File: config.mk
export PLATFORM = sky130hd
export DESIGN_NAME = izh_spike_logger
export DESIGN_NICKNAME = d
export VERILOG_FILES = /design/src/rtl/izh_pkg.sv /design/src/rtl/izh_event_fifo.sv /design/src/rtl/izh_spike_logger.sv
export SDC_FILE = /design/constraint.sdc
export NUM_CORES = 1
export LEC_CHECK = 0
export ABC_AREA = 1
export CAP_MARGIN = 20
export CELL_PAD_IN_SITES_DETAIL_PLACEMENT = 0
export CELL_PAD_IN_SITES_GLOBAL_PLACEMENT = 1
export CORE_ASPECT_RATIO = 0.9
export CORE_MARGIN = 2
export CORE_UTILIZATION = 40
export CTS_BUF_LIST = sky130_fd_sc_hd__clkbuf_8
export CTS_CLUSTER_DIAMETER = 150
export DETAILED_ROUTE_END_ITERATION = 8
export PLACE_DENSITY = 0.74
export RECOVER_POWER = 50
export SLEW_MARGIN = 20
export SYNTH_ARGS = -nofsm -noshare
export SYNTH_HDL_FRONTEND = slang
export SYNTH_SLANG_ARGS = --single-unit
File: constraint.sdc
create_clock -name clk -period 7.35 [get_ports clk]
set_clock_uncertainty 0.15 [all_clocks]
set_input_delay 1.47 -clock clk [delete_from_list [all_inputs] [get_ports clk]]
set_output_delay 1.47 -clock clk [all_outputs]
set_load 0.01 [all_outputs]
File: src/rtl/izh_pkg.sv
// Shared constants for the izh spike logger: widths, frame length and serializer state encoding.
// Frame length depends on IZH_LOG_VPEAK_EN (adds the membrane potential to each event).
package izh_pkg;

    localparam int TS_W = 16;
    localparam int V_W  = 16;

`ifdef IZH_LOG_VPEAK_EN
    localparam int FRAME_BYTES = 4;
`else
    localparam int FRAME_BYTES = 2;
`endif

    localparam int ENTRY_W = 8 * FRAME_BYTES;

    typedef logic [ENTRY_W-1:0] entry_t;

    // Byte states are numbered consecutively so the serializer can step with +1.
    localparam int ST_W = 3;
    localparam logic [2:0] ST_IDLE = 3'd0;
    localparam logic [2:0] ST_B0   = 3'd1;
    localparam logic [2:0] ST_B1   = 3'd2;
    localparam logic [2:0] ST_B2   = 3'd3;
    localparam logic [2:0] ST_B3   = 3'd4;

`ifdef IZH_LOG_VPEAK_EN
    localparam logic [2:0] ST_LAST = ST_B3;
`else
    localparam logic [2:0] ST_LAST = ST_B1;
`endif

endpackage

File: src/rtl/izh_event_fifo.sv
// Single-clock event FIFO; a push while full is accepted when a pop happens on the same edge.
module izh_event_fifo
    import izh_pkg::*;
#(
    parameter int WIDTH = 16,
    parameter int DEPTH = 4
) (
    input  logic                     clk,
    input  logic                     reset,
    input  logic                     push,
    input  logic [WIDTH-1:0]         wr_data,
    input  logic                     pop,
    output logic [WIDTH-1:0]         rd_data,
    output logic                     full,
    output logic                     empty,
    output logic [$clog2(DEPTH):0]   level
);

    localparam int AW = $clog2(DEPTH);

    logic [AW:0]      wr_ptr_q, wr_ptr_d;
    logic [AW:0]      rd_ptr_q, rd_ptr_d;
    logic [WIDTH-1:0] mem_q [DEPTH];
    logic             do_push;
    logic             do_pop;

    // Pointers carry one wrap bit so full and empty are distinguishable.
    always_comb begin
        empty    = (wr_ptr_q == rd_ptr_q);
        full     = (wr_ptr_q[AW] != rd_ptr_q[AW]) && (wr_ptr_q[AW-1:0] == rd_ptr_q[AW-1:0]);
        level    = wr_ptr_q - rd_ptr_q;
        rd_data  = mem_q[rd_ptr_q[AW-1:0]];
        do_pop   = pop & ~empty;
        do_push  = push & (~full | do_pop);
        wr_ptr_d = do_push ? wr_ptr_q + 1'b1 : wr_ptr_q;
        rd_ptr_d = do_pop  ? rd_ptr_q + 1'b1 : rd_ptr_q;
    end

    always_ff @(posedge clk or posedge reset) begin
        if (reset) begin
            wr_ptr_q <= '0;
            rd_ptr_q <= '0;
        end else begin
            wr_ptr_q <= wr_ptr_d;
            rd_ptr_q <= rd_ptr_d;
        end
    end

    always_ff @(posedge clk) begin
        if (do_push) begin
            mem_q[wr_ptr_q[AW-1:0]] <= wr_data;
        end
    end

endmodule

File: src/rtl/izh_spike_logger.sv
// Timestamps rising edges of the izh spike output, buffers them and streams them out as byte frames.
// IZH_LOG_VPEAK_EN appends the membrane potential sampled at the event to each frame.
module izh_spike_logger
    import izh_pkg::*;
#(
    parameter int FIFO_DEPTH = 4,
    parameter int DROP_CNT_W = 8
) (
    input  logic                          clk,
    input  logic                          reset,
    input  logic                          enable,
    input  logic                          spike,
    input  logic [V_W-1:0]                v,
    input  logic                          clr_ovf,
    output logic [7:0]                    out_data,
    output logic                          out_valid,
    input  logic                          out_ready,
    output logic                          overflow,
    output logic [DROP_CNT_W-1:0]         drop_count,
    output logic [$clog2(FIFO_DEPTH):0]   fifo_level
);

    logic [TS_W-1:0]       ts_q, ts_d;
    logic                  spike_q;
    logic                  overflow_q, overflow_d;
    logic [DROP_CNT_W-1:0] drop_cnt_q, drop_cnt_d;
    logic [ST_W-1:0]       state_q, state_d;
    entry_t                frame_q, frame_d;

    logic   spike_evt;
    logic   drop;
    entry_t entry;
    entry_t fifo_rd_data;
    logic   fifo_pop;
    logic   fifo_full;
    logic   fifo_empty;

`ifdef IZH_LOG_VPEAK_EN
    assign entry = {ts_q, v};
`else
    assign entry = ts_q;
    logic unused_v;
    assign unused_v = ^v;
`endif

    // The entry carries ts_q as it was before the capturing edge.
    always_comb begin
        spike_evt = spike & ~spike_q & enable;
        drop      = spike_evt & fifo_full & ~fifo_pop;
        ts_d      = enable ? ts_q + 1'b1 : ts_q;
    end

    izh_event_fifo #(
        .WIDTH (ENTRY_W),
        .DEPTH (FIFO_DEPTH)
    ) u_fifo (
        .clk     (clk),
        .reset   (reset),
        .push    (spike_evt),
        .wr_data (entry),
        .pop     (fifo_pop),
        .rd_data (fifo_rd_data),
        .full    (fifo_full),
        .empty   (fifo_empty),
        .level   (fifo_level)
    );

    // A drop in the same cycle as clr_ovf leaves one counted drop behind.
    always_comb begin
        overflow_d = overflow_q;
        drop_cnt_d = drop_cnt_q;
        if (drop) begin
            overflow_d = 1'b1;
            if (clr_ovf) begin
                drop_cnt_d = {{(DROP_CNT_W-1){1'b0}}, 1'b1};
            end else if (!(&drop_cnt_q)) begin
                drop_cnt_d = drop_cnt_q + 1'b1;
            end
        end else if (clr_ovf) begin
            overflow_d = 1'b0;
            drop_cnt_d = '0;
        end
    end

    // Loading from IDLE and reloading after the last byte share one path for gapless frames.
    always_comb begin
        state_d  = state_q;
        frame_d  = frame_q;
        fifo_pop = 1'b0;
        if ((state_q == ST_IDLE) || ((state_q == ST_LAST) && out_ready)) begin
            if (!fifo_empty) begin
                fifo_pop = 1'b1;
                frame_d  = fifo_rd_data;
                state_d  = ST_B0;
            end else begin
                state_d  = ST_IDLE;
            end
        end else if (out_ready) begin
            state_d = state_q + 1'b1;
        end
    end

    always_comb begin
        out_valid = (state_q != ST_IDLE);
        case (state_q)
            ST_B0:   out_data = frame_q[ENTRY_W-1 -: 8];
            ST_B1:   out_data = frame_q[ENTRY_W-9 -: 8];
`ifdef IZH_LOG_VPEAK_EN
            ST_B2:   out_data = frame_q[15:8];
            ST_B3:   out_data = frame_q[7:0];
`endif
            default: out_data = 8'h00;
        endcase
        overflow   = overflow_q;
        drop_count = drop_cnt_q;
    end

    always_ff @(posedge clk or posedge reset) begin
        if (reset) begin
            ts_q       <= '0;
            spike_q    <= 1'b0;
            overflow_q <= 1'b0;
            drop_cnt_q <= '0;
            state_q    <= ST_IDLE;
        end else begin
            ts_q       <= ts_d;
            spike_q    <= spike;
            overflow_q <= overflow_d;
            drop_cnt_q <= drop_cnt_d;
            state_q    <= state_d;
        end
    end

    // Frame contents are only visible through out_data, which reads zero in IDLE.
    always_ff @(posedge clk) begin
        frame_q <= frame_d;
    end

endmodule

**Word-level counts from Yosys, hierarchy flattened**

Memory sizes are Yosys's and may differ from the RTL's. A register that Yosys moved wholly into a read port is not among the register bits.
Index checks and enable logic that the tools add are counted.

- Muxes and demuxes: 14
- Add/sub/neg operators: 6
- Reductions and logical operators: 10
- Bitwise gates (word level): 11
- Eq/ne operators: 6

Operators with widths:

| operator | number |
|---|---|
| 8-bit two-way mux | 4 |
| 16-bit by 1-bit adder with 16-bit output, second input constant | 1 |
| 8-bit case mux with 2 select lines | 1 |
| 3-bit by 1-bit adder with 3-bit output, second input constant | 3 |
| 8-bit by 1-bit adder with 8-bit output, second input constant | 1 |
| 8-bit AND reduction | 1 |
| 1-bit two-way mux | 7 |
| 1-bit bitwise AND | 6 |
| 3-bit two-way mux | 2 |
| 1-bit inverter | 4 |
| 2-bit AND reduction | 2 |
| 2-bit nonzero test | 2 |
| 3-bit by 1-bit equality test with 1-bit output, second input constant | 1 |
| 3-bit by 2-bit equality test with 1-bit output, second input constant | 1 |
| 3-bit equality test | 1 |
| 3-bit zero test | 1 |
| 3-bit nonzero test | 1 |
| 3-bit subtractor | 1 |
| 2-bit equality test | 1 |
| 1-bit logical AND | 2 |
| 2-bit inequality test, second input constant | 1 |
| 1-bit logical OR | 1 |
| 1-bit inequality test | 1 |
| 1-bit OR | 1 |

- Memories: 1
- RAM bits: 64
- Bits of input ports: 22
- Flip-flop bits (word level): 35

Memories:

| memory | words | width | read ports | clocked after Yosys merged registers in | wr ports | RTL line | text |
|---|---|---|---|---|---|---|---|
| u_fifo.mem_q | 4 | 16 | 1 | 1 | 1 | izh_event_fifo.sv:23 | `logic [WIDTH-1:0] mem_q [DEPTH];` |

**Longest topological paths before layout**

- Depth after elaboration: 9
- Mapped depth: 11
- Mapped depth without buffers: 10

**Modules after synthesis**

Synthesis repeated with hierarchy kept, for this count alone.

- Cell total of the unflattened synthesis: 468
- Area total of the unflattened synthesis: 5121.2 µm²

Modules (own cells, without submodules):

| module | instances | cells an instance | seq. area each (µm²) | area an instance (µm²) |
|---|---|---|---|---|
| izh_event_fifo | 1 | 217 | 2072.0 | 2832.7 |
| izh_spike_logger | 1 | 251 | 1206.2 | 2288.4 |

**Least setup slack after synthesis**

No wires, ideal clock.

- Kind: input-to-reg
- From: input port enable
- To: memory u_fifo.mem_q[0][0], enable pin
- Path buffers: 1
- Arrival time: 2.605 ns
- Setup slack: 4.206 ns
- Required time: 6.811 ns
- Cell stages on the path: 5
- Library setup time: 0.389 ns
- Path through: buf_6 nand2_4 nor2_4 nand2_4 nor2_1

- Cells in the longest elaborated chain, start to end: 4

RTL lines:

| item | RTL line | text |
|---|---|---|
| start: declaration | izh_spike_logger.sv:11 | `input logic enable,` |
| 1-bit bitwise AND | izh_spike_logger.sv:48 | `spike_evt = spike & ~spike_q & enable;` |
| 1-bit bitwise AND | izh_event_fifo.sv:34 | `do_push = push & (~full \| do_pop);` |
| 1-bit two-way mux | izh_event_fifo.sv:50 | `if (do_push) begin` |
| 1-bit two-way mux (not written as such) | izh_event_fifo.sv:51 | `mem_q[wr_ptr_q[AW-1:0]] <= wr_data;` |
| end: declaration | izh_event_fifo.sv:23 |  |

No other way between the ends.

**Worst setup path in the final report**

- From: register u_fifo.rd_ptr_q[0]
- To: output port fifo_level[1]

- Cells in the longest elaborated chain, start to end: 1

RTL lines:

| item | RTL line | text |
|---|---|---|
| start: declaration | izh_event_fifo.sv:22 | `logic [AW:0] rd_ptr_q, rd_ptr_d;` |
| start signal: assignment | izh_event_fifo.sv:45 | `rd_ptr_q <= rd_ptr_d;` |
| 3-bit subtractor | izh_event_fifo.sv:31 | `level = wr_ptr_q - rd_ptr_q;` |
| end: declaration | izh_spike_logger.sv:20 | `output logic [$clog2(FIFO_DEPTH):0] fifo_level` |

No other way between the ends.

==> impl_results.md <==
- Core area: 12,200 um2
- Layout cells sized above 1: 0.116
- Startpoint Class: flip-flop
- Clock Sinks: 115
- I/O Buffers: 26
- Vias: between 3,000 and 4,000
- Clk Latency, worst-skew pair: 0.42 ns
- Mapped Cells: approximately 450
- Initial Util: 0.415
- Total power: ~2.2 mW
- Final wirelength: between 9 and 10 mm
- Hold Buf Count CTS: 0
- CTS tree: built
- CP Max Fanout: 35
- Hold Worst Slack: roughly 0.35 ns
- Detail Placement HPWL: between 6 and 7 mm
- Worst VDD drop: 0.171 mV
- Worst-path cell chain: ha_1, fa_1, inv_1, clkdlybuf4s50_1
- Worst slew margin: -0.396
- Vias in the first global route: ~3,100
- Worst path buffer plus inverter count: 2
- Max-Cap Viols: 1
- First-pass GRT wire length: 15.7 mm
- Final setup fails: 0
- Final period util: 0.599
- Area Overhead vs Synth: 16.0%
- Row cnt: 38
- Nets@finish: ~520
- Die ar.: about 14,000 um2
- Ant diodes: 0
- CTS H-Tree Depth: 4
- Max clock buf depth: 2
- Antenna Nets Post-Route: 0
- Largest net degree at the start of global routing: 36
- Slew Viols, Final: 36
- Worst stage delay on the critical path: roughly 1.1 ns
- Post-Syn Area per Cell: 11.3 um2
- Max Fclk: roughly 230 MHz
- Data required time at the worst endpoint: around 5.7 ns
- Final Wtd Congestion: 0.788
- Gr ovfl total: 0
- Util after Layout: 0.481
- Largest area contributor in the netlist: edfxtp_1
- Filler instances: roughly 1,100
- Post-Syn Nets: slightly below 500
- Worst Hold Class: flip-flop to flip-flop
- Post-synth top area share: 0.476
- Ranking of synthesized cells by area: edfxtp_1 (48%), dfrtp_1 (17%), nand2_1 (4.7%), nor2_1 (4.6%), nand3_1 (4.0%)
- # DRC: 0
- Die H: 111 um
- Crit path DAT: around 2.8 ns
- Fin. Hold Viols: 0
- WS Path Type: flip-flop to output pin
- Sequential share of the synthesized area: 0.649
- TritonCTS Buffers: 17
- RSZ-0062 raised after global routing: no
- Routed wire per std cell: between 10 and 15 um
- Synth cell types: 32
- Initial DRC count: 283
- Vias/cell: ~4.9
- Initial antenna violation count: 0
- TNS Setup: 0 ns
- Slowest CP cell: dfrtp_1
- CP endpoint kind: output pin
- Yosys warning count: 0
- Tmin final: about 4.4 ns
- Pre-antenna DRT Iters: 5
- Post_cts resized: 0
- CP top delay family: flip-flops
- # IOs: 43
- Root buffer cell: clkbuf_8
- Violated checks: capacitance limit, slew limit
- Pwr dens: approximately 380 nW/um2
- All-Layer GR Usage: 0.154
- Outcome: complete, but fails checks
- Synth Cell Area: 5050 um2
- Clk slew on worst S/H paths: 0.07 ns
- Register bit total from synthesis: 115
- Post-CTS setup buffer count: 0
- Die width: between 100 and 150 um
- Actual slew at the worst max-slew pin: about 2.1 ns
- Lkg Pwr: ~2.3 nW
==> flip-flops by register name, indices dropped and copies added (netlist names) <==
| register | count |
|---|---|
| u_fifo.wr_ptr_q | 3 |
| u_fifo.mem_q | 64 |
| u_fifo.rd_ptr_q | 3 |
| state_q | 3 |
| drop_count | 8 |
| overflow | 1 |
| spike_q | 1 |
| entry | 16 |
| frame_q | 16 |
==> power breakdown <==
part | total [mW] | switching (mW) | internal [mW]
Combinational | 0.671 | 0.404 | 0.267
Clock | 0.578 | 0.246 | 0.331
Sequential | 0.997 | 0.127 | 0.870
==> logic make-up (layout without fill, tap and decap cells) <==
| family | Yosys count | count (layout) | synth area share |
|---|---|---|---|
| compound gates | 59 | 59 | 0.0630 |
| xor+xnor | 18 | 18 | 0.0312 |
| fa+ha+maj | 14 | 14 | 0.0362 |
| buf+inv | 48 | 95 | 0.0387 |
| flops | 115 | 115 | 0.649 |
| mux | 1 | 1 | 0.00223 |
| simple gates | 191 | 191 | 0.179 |
==> tightest hold or removal path, cell delays in order (launching register included) <==
cell and delay (ns):
dfrtp_1 0.36, nand2_1 0.06, nand2_1 0.05
==> worst paths after layout <==
path / start / end / slack, ns / depth (start not counted)
hold / removal: overflow$_DFFE_PP0P_ / overflow$_DFFE_PP0P_ / 0.35 / 2
hold reg to reg: overflow$_DFFE_PP0P_ / overflow$_DFFE_PP0P_ / 0.35 / 2
max in group asynchronous: reset / entry[15]$_DFFE_PP0P_ / 3.76 / 3
setup / recovery: u_fifo.rd_ptr_q[0]$_DFFE_PP0P_ / fifo_level[1] / 2.94 / 4
min in group asynchronous: reset / entry[9]$_DFFE_PP0P_ / 2.10 / 3
setup reg to reg: u_fifo.rd_ptr_q[1]$_DFFE_PP0P_ / u_fifo.mem_q[2][12]$_DFFE_PP_ / 3.97 / 7
==> synthesized netlist by cell type, drive strengths merged <==
master	instances
a21oi	4
buf	6
clkbuf	7
dfrtp	35
edfxtp	80
fa	1
ha	13
inv	35
mux2	1
nand2	74
nand3	43
nand3b	1
nand4	3
nor2	69
nor3	1
o21ai	38
o21bai	1
o22ai	16
xnor2	9
xor2	9
==> placed cells by master, fill, tap and decap left out, types with 5 or more instances in the layout <==
| master | count |
|---|---|
| xor2_1 | 9 |
| clkbuf_8 | 17 |
| clkinvlp_4 | 5 |
| ha_1 | 13 |
| nor2_2 | 5 |
| xnor2_1 | 9 |
| nor2_1 | 60 |
| dfrtp_1 | 35 |
| o22ai_1 | 16 |
| clkdlybuf4s50_1 | 22 |
| nand3_1 | 40 |
| edfxtp_1 | 80 |
| o21ai_0 | 37 |
| inv_1 | 34 |
| nand2_1 | 64 |
| nand2_2 | 6 |
==> metal layers <==
metal	track usage	part of all wire
met5	0	0
met3	0.0465	0.044
met4	0.0460	0.0082
met2	0.228	0.45
met1	0.220	0.49
==> per-stage QoR <==
stage	std cells	setup WS [ns]	instance area [um2]
2_1_floorplan	446	4.21	5050
3_3_place_gp	621	3.41	5470
3_5_place_dp	621	3.38	5470
4_1_cts	653	2.89	5870
5_1_grt	653	2.71	5860
6_report	653	2.94	5860
==> layout make-up <==
type	instances	area, um2	share of cell area
Clock buffer	17	234	0.0399
Clock inverter	15	168	0.0286
Multi-Input combinational cell	283	1570	0.268
Timing Repair Buffer	28	272	0.0464
Tap cell	160	200	0.0342
Inverter	35	134	0.0229
Sequential cell	115	3280	0.560
No activity file was read; power rests on OpenSTA's default activity.
